**config.mk**
```make
export PLATFORM = sky130hd
export DESIGN_NAME = fifo_rd_adapter
export DESIGN_NICKNAME = d
export VERILOG_FILES = /design/src/rtl/noc_pkg.sv /design/src/rtl/sync_buf.sv /design/src/rtl/fifo_rd_adapter.sv
export SDC_FILE = /design/constraint.sdc
export NUM_CORES = 1
export LEC_CHECK = 0
export BUFFER_PORTS_ARGS = -buffer_cell sky130_fd_sc_hd__buf_4
export CORE_MARGIN = 5
export CORE_UTILIZATION = 51
export DETAILED_ROUTE_END_ITERATION = 12
export GPL_ROUTABILITY_DRIVEN = 0
export PLACE_DENSITY = 0.71
export SYNTH_ARGS = -nofsm -noshare
export SYNTH_HDL_FRONTEND = slang
export SYNTH_SLANG_ARGS = --single-unit
export TNS_END_PERCENT = 1
```
**constraint.sdc**
```tcl
create_clock -name clk -period 1.82 [get_ports clk]
set_input_delay 0.091 -clock clk [delete_from_list [all_inputs] [get_ports clk]]
set_output_delay 0.091 -clock clk [all_outputs]
set_load 0.01 [all_outputs]
```
**src/rtl/noc_pkg.sv**
```systemverilog
// Shared definitions for the NoC datapath: flit width and flit type.
package noc_pkg;
  localparam int FLIT_W = 16;
  typedef logic [FLIT_W-1:0] flit_t;
endpackage

```
**src/rtl/sync_buf.sv**
```systemverilog
// Single-clock circular buffer with push/pop and an occupancy count.
// Head is combinational from the read pointer and reads as zero when empty.
module sync_buf #(
  parameter int DW    = 16,
  parameter int DEPTH = 4
) (
  input  logic                       clk,
  input  logic                       rst,
  input  logic                       push,
  input  logic [DW-1:0]              push_data,
  input  logic                       pop,
  output logic [DW-1:0]              head,
  output logic [$clog2(DEPTH+1)-1:0] occ
);
  localparam int PW = (DEPTH > 1) ? $clog2(DEPTH) : 1;
  localparam int OW = $clog2(DEPTH+1);

  logic [DW-1:0] mem [DEPTH];
  logic [PW-1:0] wr_ptr;
  logic [PW-1:0] rd_ptr;
  logic          do_pop;

  // Pointers wrap explicitly so DEPTH need not be a power of two.
  function automatic logic [PW-1:0] next_ptr(input logic [PW-1:0] p);
    return (p == PW'(DEPTH-1)) ? '0 : p + 1'b1;
  endfunction

  assign do_pop = pop && (occ != '0);
  assign head   = (occ != '0) ? mem[rd_ptr] : '0;

  always_ff @(posedge clk or posedge rst) begin
    if (rst) begin
      wr_ptr <= '0;
      rd_ptr <= '0;
      occ    <= '0;
    end else begin
      if (push)   wr_ptr <= next_ptr(wr_ptr);
      if (do_pop) rd_ptr <= next_ptr(rd_ptr);
      case ({push, do_pop})
        2'b10:   occ <= occ + 1'b1;
        2'b01:   occ <= occ - 1'b1;
        default: occ <= occ;
      endcase
    end
  end

  always_ff @(posedge clk) begin
    if (push) mem[wr_ptr] <= push_data;
  end

  // The upstream issue rule reserves a slot for every in-flight word.
  a_no_overflow: assert property (@(posedge clk) disable iff (rst)
    !(push && !do_pop && occ == OW'(DEPTH)));

endmodule

```
**src/rtl/fifo_rd_adapter.sv**
```systemverilog
// FIFO read-side adapter: issues reads ahead of the fixed RAM latency and
// lands returned words in a local buffer presented as a valid/ready stream.
module fifo_rd_adapter
  import noc_pkg::*;
#(
  parameter int DW     = FLIT_W,
  parameter int RD_LAT = 1,
  parameter int DEPTH  = 4
) (
  input  logic                       clk,
  input  logic                       rst,
  input  logic                       fifo_empty,
  output logic                       fifo_read,
  input  logic [DW-1:0]              fifo_dout,
  output logic                       out_valid,
  output logic [DW-1:0]              out_data,
  input  logic                       out_ready,
  output logic [$clog2(DEPTH+1)-1:0] occ
);
  localparam int IW = $clog2(RD_LAT+1);

  if (RD_LAT < 1 || RD_LAT > 4) begin : g_bad_rd_lat
    $error("fifo_rd_adapter: RD_LAT must be 1..4");
  end
  if (DEPTH < 2) begin : g_bad_depth
    $error("fifo_rd_adapter: DEPTH must be at least 2");
  end

  logic [RD_LAT-1:0] inflight_sh;
  logic [IW-1:0]     inflight;
  logic              tap;

  always_comb begin
    inflight = '0;
    for (int i = 0; i < RD_LAT; i++) inflight = inflight + IW'(inflight_sh[i]);
  end

  assign tap = inflight_sh[RD_LAT-1];

  // Current-cycle pop is left out on purpose: no out_ready -> fifo_read path.
  assign fifo_read = ~rst & ~fifo_empty & ((int'(occ) + int'(inflight)) < DEPTH);

  always_ff @(posedge clk or posedge rst) begin
    if (rst) begin
      inflight_sh <= '0;
    end else begin
      inflight_sh[0] <= fifo_read & ~fifo_empty;
      for (int i = 1; i < RD_LAT; i++) inflight_sh[i] <= inflight_sh[i-1];
    end
  end

  sync_buf #(
    .DW    (DW),
    .DEPTH (DEPTH)
  ) u_buf (
    .clk       (clk),
    .rst       (rst),
    .push      (tap),
    .push_data (fifo_dout),
    .pop       (out_ready),
    .head      (out_data),
    .occ       (occ)
  );

  assign out_valid = (occ != '0);

endmodule

```
; After elaboration in Yosys (flattened, before gate mapping)
; Memories as Yosys holds them, arrays and structs flattened.
; Index checks and enable logic that the tools add are counted.
[word_totals]
ff_bits = 8
ramBits = 64
output_inout_bits = 21
wordCells = 29
mem_count = 1
[mem_list]
columns = name, depth, word_bits, read_ports, rd_ports_with_merged_regs, wr, line_no
row1 = u_buf.mem, 4, 16, 1, 0, 1, sync_buf.sv:18  ; logic [DW-1:0] mem [DEPTH];
[classes]
addsub = 5
n_lt_le_gt_ge = 1
eq_ne = 4
n_mux = 6
bitwise = 5
n_reduce_logical = 3
[op_table]
columns = op, n
row1 = $mux 16, 1
row2 = $eq 2x2->1 const B, 3
row3 = $pmux 3 s2, 1
row4 = $add 2x1->2 const B, 2
row5 = $add 3x1->4, 1
row6 = $lt 4x3->1 const B, 1
row7 = $mux 2, 2
row8 = $add 3x1->3 const B, 1
row9 = $and 1x1->1, 3
row10 = $reduce_bool 3->1, 1
row11 = $sub 3x1->3 const B, 1
row12 = $eq 2x1->1 const B, 1
row13 = $mux 1, 2
row14 = $not 1->1, 2
row15 = $reduce_bool 2->1, 1
row16 = $logic_and 1x1->1, 1

; Logic depth before layout (Yosys ltp)
; Gate-level depths: netlist of the first run.
[depth]
depth_word = 4
mapped_depth = 9

; Cells and area by module
; Synthesis of the first run repeated with hierarchy kept, for this count alone.
[hier_totals]
hier_cells = 146
area_unflattened_um2 = 2907.8
[modules_own_cells]
columns = module, instances, cells_each, area_each_um2, seq_area_each_um2
row1 = sync_buf, 1, 140, 2854.0, 2097.0
row2 = fifo_rd_adapter, 1, 6, 53.8, 25.0

; Worst setup path before layout of the first run
; No wires, ideal clock.
[synth_timing]
kind = flip-flop to flip-flop
start = reg u_buf.occ[0]
end = reg u_buf.occ[2]
arrival_ns = 1.840
setup_slack_ns = -0.149
path_stages_with_launch = 10
n_path_buf = 1
period_less_slack_ns = 1.969
path_cell_list = dfrtp_1 > or3_1 > buf_2 > and2_4 > ha_1 > inv_1 > fa_1 > xor2_1 > nor2_1 > xor2_1
[synth_via]
elab_chain_len = 4
word_cells_on_any_way = 8
[synth_lines]
columns = element, line_no
row1 = from (decl), sync_buf.sv:13  ; output logic [$clog2(DEPTH+1)-1:0] occ
row2 = from (signal assigned), sync_buf.sv:40  ; 2'b10: occ <= occ + 1'b1;
row3 = from (signal assigned), sync_buf.sv:41  ; 2'b01: occ <= occ - 1'b1;
row4 = $reduce_bool 3->1 *, sync_buf.sv:28  ; assign do_pop = pop && (occ != '0);
row5 = $logic_and 1x1->1 *, sync_buf.sv:28
row6 = net u_buf.do_pop, sync_buf.sv:21  ; logic do_pop;
row7 = $eq 2x1->1 / $eq 2x2->1 (equally long branches), sync_buf.sv:39  ; case ({push, do_pop})
row8 = $pmux 3 s2 / $reduce_bool 2->1 (equally long branches), --
; The timed path passes the listed nets; every way through them passes the cells marked *.
; A chain may end at the register's enable or synchronous reset.

; Worst setup path in the final report of the first run
[layout_timing]
start = reg u_buf.rd_ptr[0]
end = out out_data[2]
[layout_via]
elab_chain_len = 2
[layout_lines]
columns = element, line_no
row1 = from (decl), sync_buf.sv:20  ; logic [PW-1:0] rd_ptr;
row2 = from (signal assigned), sync_buf.sv:38  ; if (do_pop) rd_ptr <= next_ptr(rd_ptr);
row3 = $mem_v2 4x16, --
row4 = $mux 16, sync_buf.sv:29  ; assign head = (occ != '0) ? mem[rd_ptr] : '0;
row5 = to (decl), fifo_rd_adapter.sv:16  ; output logic [DW-1:0] out_data,
; Every way passes these cells.

==> impl_results.md, run 1 <==
- Antenna-violating nets left: 0
- Area of the multi-input gates: 767 µm²
- Clk_lat worst skew: 340 ps
- Num ports: 41
- Int Power: 4.19 mW
- Most frequent cells in the layout: edfxtp_1 (64), buf_4 (31), dlygate4sd3_1 (18), buf_6 (18), and2_4 (17)
- Post-synthesis register bit count: 72
- Switching power: 1.59 mW
- Crit path max fanout: 5
- Comb power frac: 42.6%
- CTS tree: done
- Fin crit share: ~100%
- Delay-heaviest family, CP: multiplexers
- Port bufs: 40
- GR Util All Layers: approximately 15%
- Slowest stage delay, CP: 480 ps
- WP data required: 1730 ps
- Largest net degree at the start of global routing: 19
- DR WL/cell: 16.9 µm
- Cell Area, Synth: 2900 µm²
- ANT cells: 0
- Hold Startpoint: out_ready
- Worst path slowest cell: mux4_2
- Pleak: between 1 and 1.5 nW
- WHS: 228 ps
- Synth area leader: edfxtp_1
- Crit. End Element: output pin
- CP startpoint kind: flop
- Unrepaired setup endpoints after global routing: yes
- Share of cells above drive strength 1: between 40% and 50%
- Worst EP arrival: 1730 ps
- Final hold violation count: 0
- GRT Residual Overflow: 0
- CTS Buffer Depth: 2
- Cells after Synth: between 100 and 150
- Worst-path cell chain: clkbuf_16 > mux4_2 > and2_4 > buf_6
- Filler Cell Count: 351
- Vias in the first global route: 1,612
- Crit Path Class: reg -> out
- Num rows: 27
- Fin cells: 298
- Outcome: finished clean
- Sequential element share of the synthesized area: roughly three quarters
- Least-Margin Pin Slew: ~830 ps
- Syn Nets: 172
- Crit path from: u_buf.rd_ptr[0]$_DFFE_PP0P_
- Slew HR: between 40% and 50%
- DR DRC count: 0
- Placed inst area: between 3000 and 4000 µm²
- Max VDD drop: approximately 0.0009 V
- Fin crit period: 1820 ps
- Skew final: 6.08 ps
- Starting Density: 52.6%
- Yosys top cell area share: 66.3%
- Vias post-DR: roughly 1,500
- Worst flop-to-flop path startpoint: u_buf.occ[0]$_DFFE_PP0P_
- Top cells by area, synth: edfxtp_1 (66%), mux4_2 (12%), dfrtp_1 (6.9%)
- Commonest non-fill, non-tap cell in the layout: edfxtp_1
- First-pass DRT Iterations: 2
- Final core utilization: around 70%
- Vias/cell: 5.18
- Pwr/cell area: 1480 nW/µm²
- Detailed-placement wirelength estimate: 3.27 mm
- Worst-path clk slew: 70 ps
- Distinct cell type count after synthesis: 20
- Yosys Warn Count: 0
- Global-route wire length before repair: 8.03 mm
- Switching share of power: 27.5%
- Type of the tightest min-delay check: in -> reg
- Die Area: around 7300 µm²
- Cts bufs inserted: 9
- Max Cap Viol: 0
- Die H: 85.4 µm
- Fmax: 549 MHz
- Reg power frac: 37.6%
- CTS Sinks: 72
- Drt total wl: 5.05 mm
- Dpl cells: roughly 260
- Die width: 85.4 µm
- Sequential cell area: 2120 µm²
- Area growth from synthesis to layout: 34.8%
- Core Footprint: 5510 µm²
- Htree depth: 3
- Initial antenna violation count: 0
- Root Driver: clkbuf_8
- Clock power share: about a fifth
- CP bufs+invs: 2
- Final setup vio count: 0
- Final net count: 249
- Iter 0 DRT Violations: 71
- Max-slew violations: 0
- Avg Cell Area, Syn: 20.0 µm²
- Cell area after layout: just under 4000 µm²
routing by layer:
layer / up-vias / routed length (µm) / global-route usage, %
li1: 715 / - / -
met1: 790 / 2020 / 17.4
met2: 29 / 2760 / 25.4
met3: 9 / 188 / 4.17
met4: 0 / 79 / 6.91
met5: - / 0 / 0
cells in the mapped netlist, drive strengths merged:
cell and n:
edfxtp 64, and2 21, mux4 16, dfrtp 8
inv 7, buf 6, ha 6, mux2 2
nor2 2, nor4 2, o21ai 2, or3 2
xor2 2, fa 1, mux2i 1, nand2 1
nor3 1, xnor2 1
worst paths after layout:
kind	endpoint	slack, ps	cells past startpoint
max in group asynchronous	u_buf.rd_ptr[1]$_DFFE_PP0P_	1270	3
worst min register to register	u_buf.wr_ptr[0]$_DFFE_PP0P_	560	1
worst max register to register	u_buf.occ[2]$_DFFE_PP0P_	40	8
worst max-delay path	out_data[2]	0.03	4
min in group asynchronous	u_buf.occ[0]$_DFFE_PP0P_	290	3
worst min-delay path	u_buf.occ[0]$_DFFE_PP0P_	230	4
power by group through the flow:
stage | logic, mW | clock network, mW | registers [mW]
2_1_floorplan | 1.22 | 0 | 2.11
3_3_place_gp | 1.88 | 0 | 2.18
3_5_place_dp | 1.92 | 0 | 2.20
4_1_cts | 1.98 | 1.17 | 2.16
5_1_grt | 2.66 | 1.25 | 2.19
6_report | 2.47 | 1.14 | 2.18
timing repair:
| action | 4_1_cts | 5_1_grt |
|---|---|---|
| gates cloned | 0 | 1 |
| endpoints found under the setup margin | 17 | 18 |
| endpoints found under the hold margin | 73 | 0 |
| setup buffers | 1 | 4 |
| hold buffers | 18 | 0 |
| resized for setup | 2 | 35 |
| pin swaps | 4 | 6 |
kinds of logic (layout without fill, tap and decap cells):
| kind of cell | count (synthesis) | in the layout | synth area share (%) |
|---|---|---|---|
| flops | 72 | 72 | 73.2 |
| buf+inv | 13 | 94 | 2.37 |
| simple gates | 29 | 29 | 6.04 |
| fa+ha+maj | 7 | 7 | 3.28 |
| mux | 19 | 19 | 13.8 |
| compound gates | 2 | 2 | 0.345 |
| xor+xnor | 3 | 3 | 0.907 |
layout make-up:
class	instances	share of cell area [%]
well taps	72	2.31
inverters	7	0.673
multi-input cells	60	19.6
clock inverters	5	1.25
clock buffers	10	3.27
repair buffers	72	18.5
flip-flops and latches	72	54.4
state kept, by name, summed over array words and instances (netlist names):
register / count
u_buf.rd_ptr: 2
u_buf.mem: 64
inflight_sh: 1
u_buf.wr_ptr: 2
u_buf.occ: 3
worst reg2reg max path: cells and delay by family (launching register included):
kind | cells | cell delay [ps]
xor+xnor | 2 | 280
flops | 1 | 380
simple gates | 3 | 640
buf+inv | 1 | 50
fa+ha+maj | 2 | 340
per-stage QoR:
| stage | TNS [ps] | power (mW) | setup WS, ps |
|---|---|---|---|
| after floorplan | -123 | 3.34 | -68.8 |
| after global placement | 0 | 4.06 | 60.6 |
| after detailed placement | 0 | 4.12 | 23.6 |
| after CTS | -1.14 | 5.31 | -1.14 |
| after global routing | -880 | 6.10 | -72.9 |
| final | 0 | 5.78 | 0.0344 |
No activity file was read; power rests on OpenSTA's default activity.
==> run 2: changes to the inputs <==
CORE_MARGIN = not set   (was 5)
HOLD_SLACK_MARGIN = 0.12   (was not set)
RECOVER_POWER = 50   (was not set)
==> run 2 against run 1 <==
Net effect:
- critical path depth unchanged
- critical endpoint is now out_data[9]
- power fell by 2.4%
- highest routed layer unchanged
- die area fell by 18%
- combinational power hardly changed
==> impl_results.md, run 2 (synthesis gave the netlist of run 1 again) <==
- Outcome: finished clean
- Crit Path Class: reg -> out
- Antenna-violating nets left: 0 (unchanged)
- FF-to-FF path depth: 8 (unchanged)
- Max Cap Viol: 0 (unchanged)
- Die H: 77.4 µm (-9.4%)
- Crit. End Element: output pin
- Fin crit share: 99.7% (-0.30 points)
- Iter 0 DRT Violations: 87 (+23%)
- Share of cells above drive strength 1: 37.6% (-10 points)
- Clk_lat worst skew: 330 ps (about the same)
- Total chip power: 5.64 mW (-2.4%)
- Die Area: 5990 µm² (-18%)
- Worst-path clk slew: 60 ps (about the same)
- Pwr/cell area: 1490 nW/µm² (+0.68%)
- DR DRC count: 0 (unchanged)
- CP bufs+invs: 2 (unchanged)
- Hold Startpoint: out_ready
- Worst reg2reg endpoint: u_buf.occ[2]$_DFFE_PP0P_
- Pleak: 1.38 nW (-5.9%)
- Unrepaired setup endpoints after global routing: yes
- Port bufs: 40 (unchanged)
- Crit path max fanout: 6 (+1)
- Least-Margin Pin Slew: 367 ps (-464 ps)
- Vias post-DR: 1,532 (-0.71%)
- Global-route wire length before repair: 8.31 mm (+3.4%)
- Delay-heaviest family, CP: multiplexers
- DR WL/cell: 17.2 µm (+1.5%)
- GR Util All Layers: 19.6% (+4.7 points)
- Num rows: 27 (unchanged)
- Most frequent cells in the layout: edfxtp_1 (64), clkbuf_1 (21), dlygate4sd3_1 (18)
- First-pass DRT Iterations: 4 (+2)
- Starting Density: 52.6% (unchanged)
- Final setup vio count: 0 (unchanged)
- Dpl ws: 22.9 ps (-0.641 ps)
- Drt total wl: 5.13 mm (+1.5%)
- Fin cells: 298 (unchanged)
- Slew HR: 75.5% (+31 points)
- Worst hold stages: 3 (-1)
- Final net count: 248 (-0.40%)
- Worst path slowest cell: mux4_2
- Commonest non-fill, non-tap cell in the layout: edfxtp_1
- Max-slew violations: 0 (unchanged)
- Worst EP arrival: 1720 ps (about the same)
- Hold Crit Endpoint: u_buf.rd_ptr[1]$_DFFE_PP0P_
- Largest net degree at the start of global routing: 18 (-1)
- Die width: 77.4 µm (-9.4%)
- Htree depth: 3 (unchanged)
- Crit path from: u_buf.rd_ptr[0]$_DFFE_PP0P_
- Final core utilization: 68.7% (-2.2 points)
- Setup_tns: 0 ps (unchanged)
- Initial antenna violation count: 0 (unchanged)
- Worst-path cell chain: clkbuf_16 > mux4_2 > and2_4 > buf_6
- Detailed-placement wirelength estimate: 3.17 mm (-3.1%)
- ANT cells: 0 (unchanged)
- CTS tree: done
- Max FFs per register: 64 (unchanged)
- Top reg by flops: u_buf.mem
- Fmax: 551 MHz (+0.30%)
- CTS Sinks: 72 (unchanged)
- Area growth from synthesis to layout: 30.6%
- Final WS setup: 5.57 ps (+5.53 ps)
- Slowest stage delay, CP: 490 ps (about the same)
- Worst flop-to-flop path startpoint: u_buf.occ[1]$_DFFE_PP0P_
- Reg2reg setup slack: 40 ps (about the same)
- CP startpoint kind: flop
- Vias/cell: 5.14 (-0.71%)
- Final hold violation count: 0 (unchanged)
- WP data required: 1730 ps (about the same)
- Cts bufs inserted: 9 (unchanged)
- Type of the tightest min-delay check: in -> reg
- Fin crit period: 1810 ps (-5.53 ps)
- Core Footprint: 5510 µm² (unchanged)
- Skew final: 8.87 ps (+2.79 ps)
- Largest registers: u_buf.mem: 64 flops, u_buf.occ: 3 flops
- Vias in the first global route: 1,669 (+3.5%)
- Root Driver: clkbuf_8
- GRT Residual Overflow: 0 (unchanged)
- Max VDD drop: 0.00112 V (+24%)
- CTS Buffer Depth: 2 (unchanged)
- Dpl cells: 262 (+1.2%)
- Num ports: 41 (unchanged)
==> run 2: changes by cell type in the layout (fill, tap and decap cells not counted), moves of 2 or more <==
cell / previous run / this run
clkbuf_1: 1 / 21
buf_4: 31 / 15
clkinv_2: 3 / 0
buf_12: 4 / 2
==> run 2: per-layer routing <==
| layer | GRT usage (%) | part of all wire (%) | up-vias |
|---|---|---|---|
| li1 | - | - | 709 |
| met1 | 23.0 | 39 | 777 |
| met2 | 33.7 | 56 | 36 |
| met3 | 4.00 | 2.9 | 10 |
| met4 | 10.6 | 2.0 | 0 |
| met5 | 0 | 0 | - |
==> run 2: repair_timing <==
action,in CTS,in global routing
endpoints found under the setup margin,11,18
buffers inserted,1,0
resized for setup,22,14
pin swaps,11,0
endpoints found under the hold margin,73,0
hold buffers,18,0
gates cloned,1,0
==> run 2: worst max-delay path by stage <==
stage / endpoint / slack [ps] / cells past startpoint
2_1_floorplan: u_buf.occ[2]$_DFFE_PP0P_ / -70 / 9
6_report: out_data[9] / 6 / 4
3_3_place_gp: u_buf.occ[2]$_DFFE_PP0P_ / 80 / 8
5_1_grt: out_data[5] / -50 / 4
3_5_place_dp: u_buf.occ[2]$_DFFE_PP0P_ / 20 / 8
4_1_cts: out_data[8] / -30 / 4
==> run 2: metrics by stage <==
step           hold slack (ps)  cell area, µm²
6_report                   203            3780
5_1_grt                    192            3780
3_3_place_gp              63.6            3370
3_5_place_dp              82.1            3370
2_1_floorplan            -93.3            2910
4_1_cts                    185            3810
==> run 2: final cells by class <==
class | count | area [µm²]
Fill cell | 376 | 1720
Timing Repair Buffer | 71 | 621
Multi-Input combinational cell | 60 | 764
Clock buffer | 14 | 153
Tap cell | 72 | 90.1
Clock inverter | 2 | 7.51
Inverter | 7 | 26.3
Sequential cell | 72 | 2120
==> run 2: power by group <==
part           internal, mW  switching [mW]  total (mW)
clock                 0.526           0.513        1.04
sequential             1.99           0.130        2.12
combinational          1.55           0.933        2.48
==> run 2: worst register-to-register path, stage by stage (launching register included) <==
cell,delay (ps)
dfrtp_1,370
or3_4,390
and2_4,170
ha_4,170
inv_2,60
fa_2,190
xor2_1,140
nor2_1,60
xor2_1,140
==> run 3: changes to the inputs <==
CORE_UTILIZATION = 35   (was 51)
PLACE_DENSITY = not set   (was 0.71)
SYNTH_HIERARCHICAL = 1   (was not set)
==> run 3 against run 2 <==
Net effect:
- the flow now finishes with violations (negative setup slack)
- die area rose by 45%
- clock power up 40%
- clock skew is essentially flat
- sequential cell count did not move
- combinational power shrank 9.3%
- via count shrank 1.6%
- wire length down 0.43%
- worst setup slack worse by 9.4 ps
- synthesized cell count is 0.69% higher
- register-to-register slack is essentially flat
- worst hold slack got worse by 43 ps
- fmax is 0.52% lower
- critical path type unchanged
- largest cell class unchanged
- highest routed layer unchanged
==> impl_results.md, run 3 <==
- Async SR Flop Fraction: 11.1% (unchanged)
- Vias in the first global route: 1,574 (-5.7%)
- Total chip power: 5.84 mW (+3.4%)
- Worst EP arrival: 1730 ps (about the same)
- GRT Residual Overflow: 0 (unchanged)
- Vias/cell: 4.53 (-12%)
- Largest registers: u_buf/mem: 64 flops, u_buf/occ: 3 flops
- Pleak: 1.41 nW (+2.5%)
- Detailed-placement wirelength estimate: 3.18 mm (+0.25%)
- Htree depth: 3 (unchanged)
- Starting Density: 36.9% (-16 points)
- Crit path max fanout: 7 (+1)
- Commonest cells in the netlist: edfxtp_1 (64), mux4_2 (16), nor2b_1 (13)
- Commonest non-fill, non-tap cell in the layout: edfxtp_1
- Skew final: 8.45 ps (-0.429 ps)
- Area growth from synthesis to layout: 33.2%
- Type of the tightest min-delay check: in -> async
- Post-synthesis register bit count: 72 (unchanged)
- Top Usage Layer GRT: met2
- Top cells by area, synth: edfxtp_1 (66%), mux4_2 (12%), dfrtp_1 (6.9%)
- Least-Margin Pin Slew: 283 ps (-84.1 ps)
- Switching power: 1.61 mW (+2.2%)
- Worst-path clk slew: 80 ps (+20 ps)
- Ys flop type: edfxtp_1
- Cell area after layout: 3870 µm² (+2.3%)
- Clk_lat worst skew: 330 ps (about the same)
- Crit. End Element: output pin
- Core Footprint: 7890 µm² (+43%)
- CTS Sinks: 72 (unchanged)
- Crit Path Class: reg -> out
- Distinct cell type count after synthesis: 23 (+15%)
- Final hold violation count: 0 (unchanged)
- Die H: 93.2 µm (+20%)
- Num ports: 41 (unchanged)
- Fin crit period: 1820 ps (+9.42 ps)
- EDFF count, synth: 64 (unchanged)
- Final setup vio count: 2 (+2)
- Cells after Synth: 146 (+0.69%)
- Max VDD drop: 0.000711 V (-36%)
- Final net count: 253 (+2.0%)
- Global-route wire length before repair: 8.05 mm (-3.2%)
- Cell Area, Synth: 2910 µm² (+0.35%)
- Reg power frac: 36.4% (-1.2 points)
- Cts bufs inserted: 9 (unchanged)
- M2 GR Usage: 21.4% (-12 points)
- Outcome: finished, violations left
- CTS Buffer Depth: 2 (unchanged)
- Share of cells above drive strength 1: 35.1% (-2.5 points)
- Antenna-violating nets left: 0 (unchanged)
- Fmax: 548 MHz (-0.52%)
- Max FFs per register: 64 (unchanged)
- DR WL/cell: 15.3 µm (-11%)
- Most frequent cells in the layout: edfxtp_1 (64), buf_4 (29), clkbuf_1 (18), dlygate4sd3_1 (18), mux4_2 (16)
- FF-to-FF path depth: 8 (unchanged)
- Num rows: 32 (+19%)
- M1 GR Usage: 15.6% (-7.5 points)
- Pwr/cell area: 1510 nW/µm² (+1.1%)
- CTS tree: done
- Failing checks: negative setup slack
- GR Util All Layers: 12.9% (-6.6 points)
- Drt total wl: 5.11 mm (-0.43%)
- Largest net degree at the start of global routing: 17 (-1)
- Fin crit share: 100% (+0.52 points)
- Syn Nets: 173 (+0.58%)
- Initial antenna violation count: 0 (unchanged)
- Int Power: 4.23 mW (+3.9%)
- Root Driver: clkbuf_8
- Avg Cell Area, Syn: 19.9 µm² (-0.34%)
- ANT cells: 0 (unchanged)
- Placed inst area: 3410 µm² (+1.2%)
- Top reg by flops: u_buf/mem
- Unrepaired setup endpoints after global routing: yes
- Max-slew violations: 0 (unchanged)
- Slew HR: 81.1% (+5.6 points)
- Most common cell in the synthesized netlist: edfxtp_1
- Vias post-DR: 1,507 (-1.6%)
- Die width: 93.2 µm (+20%)
- Clock power share: 25.0% (+6.6 points)
- Switching share of power: 27.6% (-0.33 points)
- DR DRC count: 0 (unchanged)
- Comb power frac: 38.5% (-5.5 points)
- First-pass DRT Iterations: 3 (-1)
- Port bufs: 40 (unchanged)
- Iter 0 DRT Violations: 29 (-67%)
- CP startpoint kind: flop
- Max Cap Viol: 0 (unchanged)
- Yosys Warn Count: 6 (+6)
- Yosys top cell area share: 66.1% (-0.23 points)
- Final WS setup: -3.85 ps (-9.42 ps)
- Routing usage on met3: 5.12% (+1.1 points)
- Die Area: 8680 µm² (+45%)
- Sequential element share of the synthesized area: 73.0% (-0.25 points)
- Synth area leader: edfxtp_1
- WP data required: 1730 ps (about the same)
==> run 3: critical path, stage by stage (launching register included) <==
cell and delay (ps):
dfrtp_2 450, buf_8 160, mux4_2 490, nor2b_1 150
buf_4 150
==> run 3: kinds of logic after synthesis <==
family / after synthesis / synth area share, %
buffers and inverters: 13 / 2.28
xor gates and xnor gates: 3 / 0.904
and+or+nand+nor: 30 / 6.71
adders and majority gates: 7 / 3.27
DFF: 72 / 73.0
AOI/OAI and AO/OA: 2 / 0.344
muxes: 19 / 13.5
==> run 3: path summary, 6_finish.rpt <==
kind | from | end | slack [ps]
setup / recovery | u_buf/rd_ptr[0]$_DFFE_PP0P_ | out_data[2] | -4
hold / removal | rst | inflight_sh$_DFF_PP0_ | 160
setup reg to reg | u_buf/occ[1]$_DFFE_PP0P_ | u_buf/occ[2]$_DFFE_PP0P_ | 50
hold reg to reg | inflight_sh$_DFF_PP0_ | u_buf/wr_ptr[0]$_DFFE_PP0P_ | 590
max in group asynchronous | rst | u_buf/rd_ptr[0]$_DFFE_PP0P_ | 1310
min in group clk | out_ready | u_buf/rd_ptr[1]$_DFFE_PP0P_ | 270
==> run 3: area by class of cell <==
cell class | instances | area (µm²)
Clock inverter | 6 | 108
Inverter | 8 | 30.0
Clock buffer | 10 | 128
Fill cell | 655 | 4010
Multi-Input combinational cell | 61 | 744
Timing Repair Buffer | 74 | 609
Sequential cell | 72 | 2130
Tap cell | 102 | 128
==> run 3: stage by stage <==
step                      setup WS [ps]  cells  utilization (%)  hold WS (ps)  TNS, ps
after floorplan                    15.2    146                -          -180        0
after global placement             86.0    295             43.2         -46.1        0
after detailed placement           42.1    295             43.2         -43.6        0
after CTS                         -34.5    329             48.6           139     -206
after global routing              -68.5    333             49.1           158     -931
final                             -3.85    333             49.1           160    -6.20
==> run 3: metal layers <==
layer,wire length [µm],share of wire (%)
met5,0,0
met4,54,1.1
met3,225,4.4
met2,2610,51
met1,2220,43
==> run 3: power groups by stage <==
stage | combinational (mW) | sequential [mW] | clock (mW)
2_1_floorplan | 1.18 | 2.15 | 0
4_1_cts | 2.05 | 2.12 | 1.50
5_1_grt | 2.45 | 2.15 | 1.56
3_5_place_dp | 1.99 | 2.15 | 0
6_report | 2.25 | 2.13 | 1.46
3_3_place_gp | 1.96 | 2.14 | 0
==> run 3: timing repair <==
action	4_1_cts	5_1_grt
hold buffers	18	0
gates cloned	0	1
gates resized for setup	2	15
hold endpoints to repair	73	0
buffers inserted	0	3
endpoints found under the setup margin	11	18
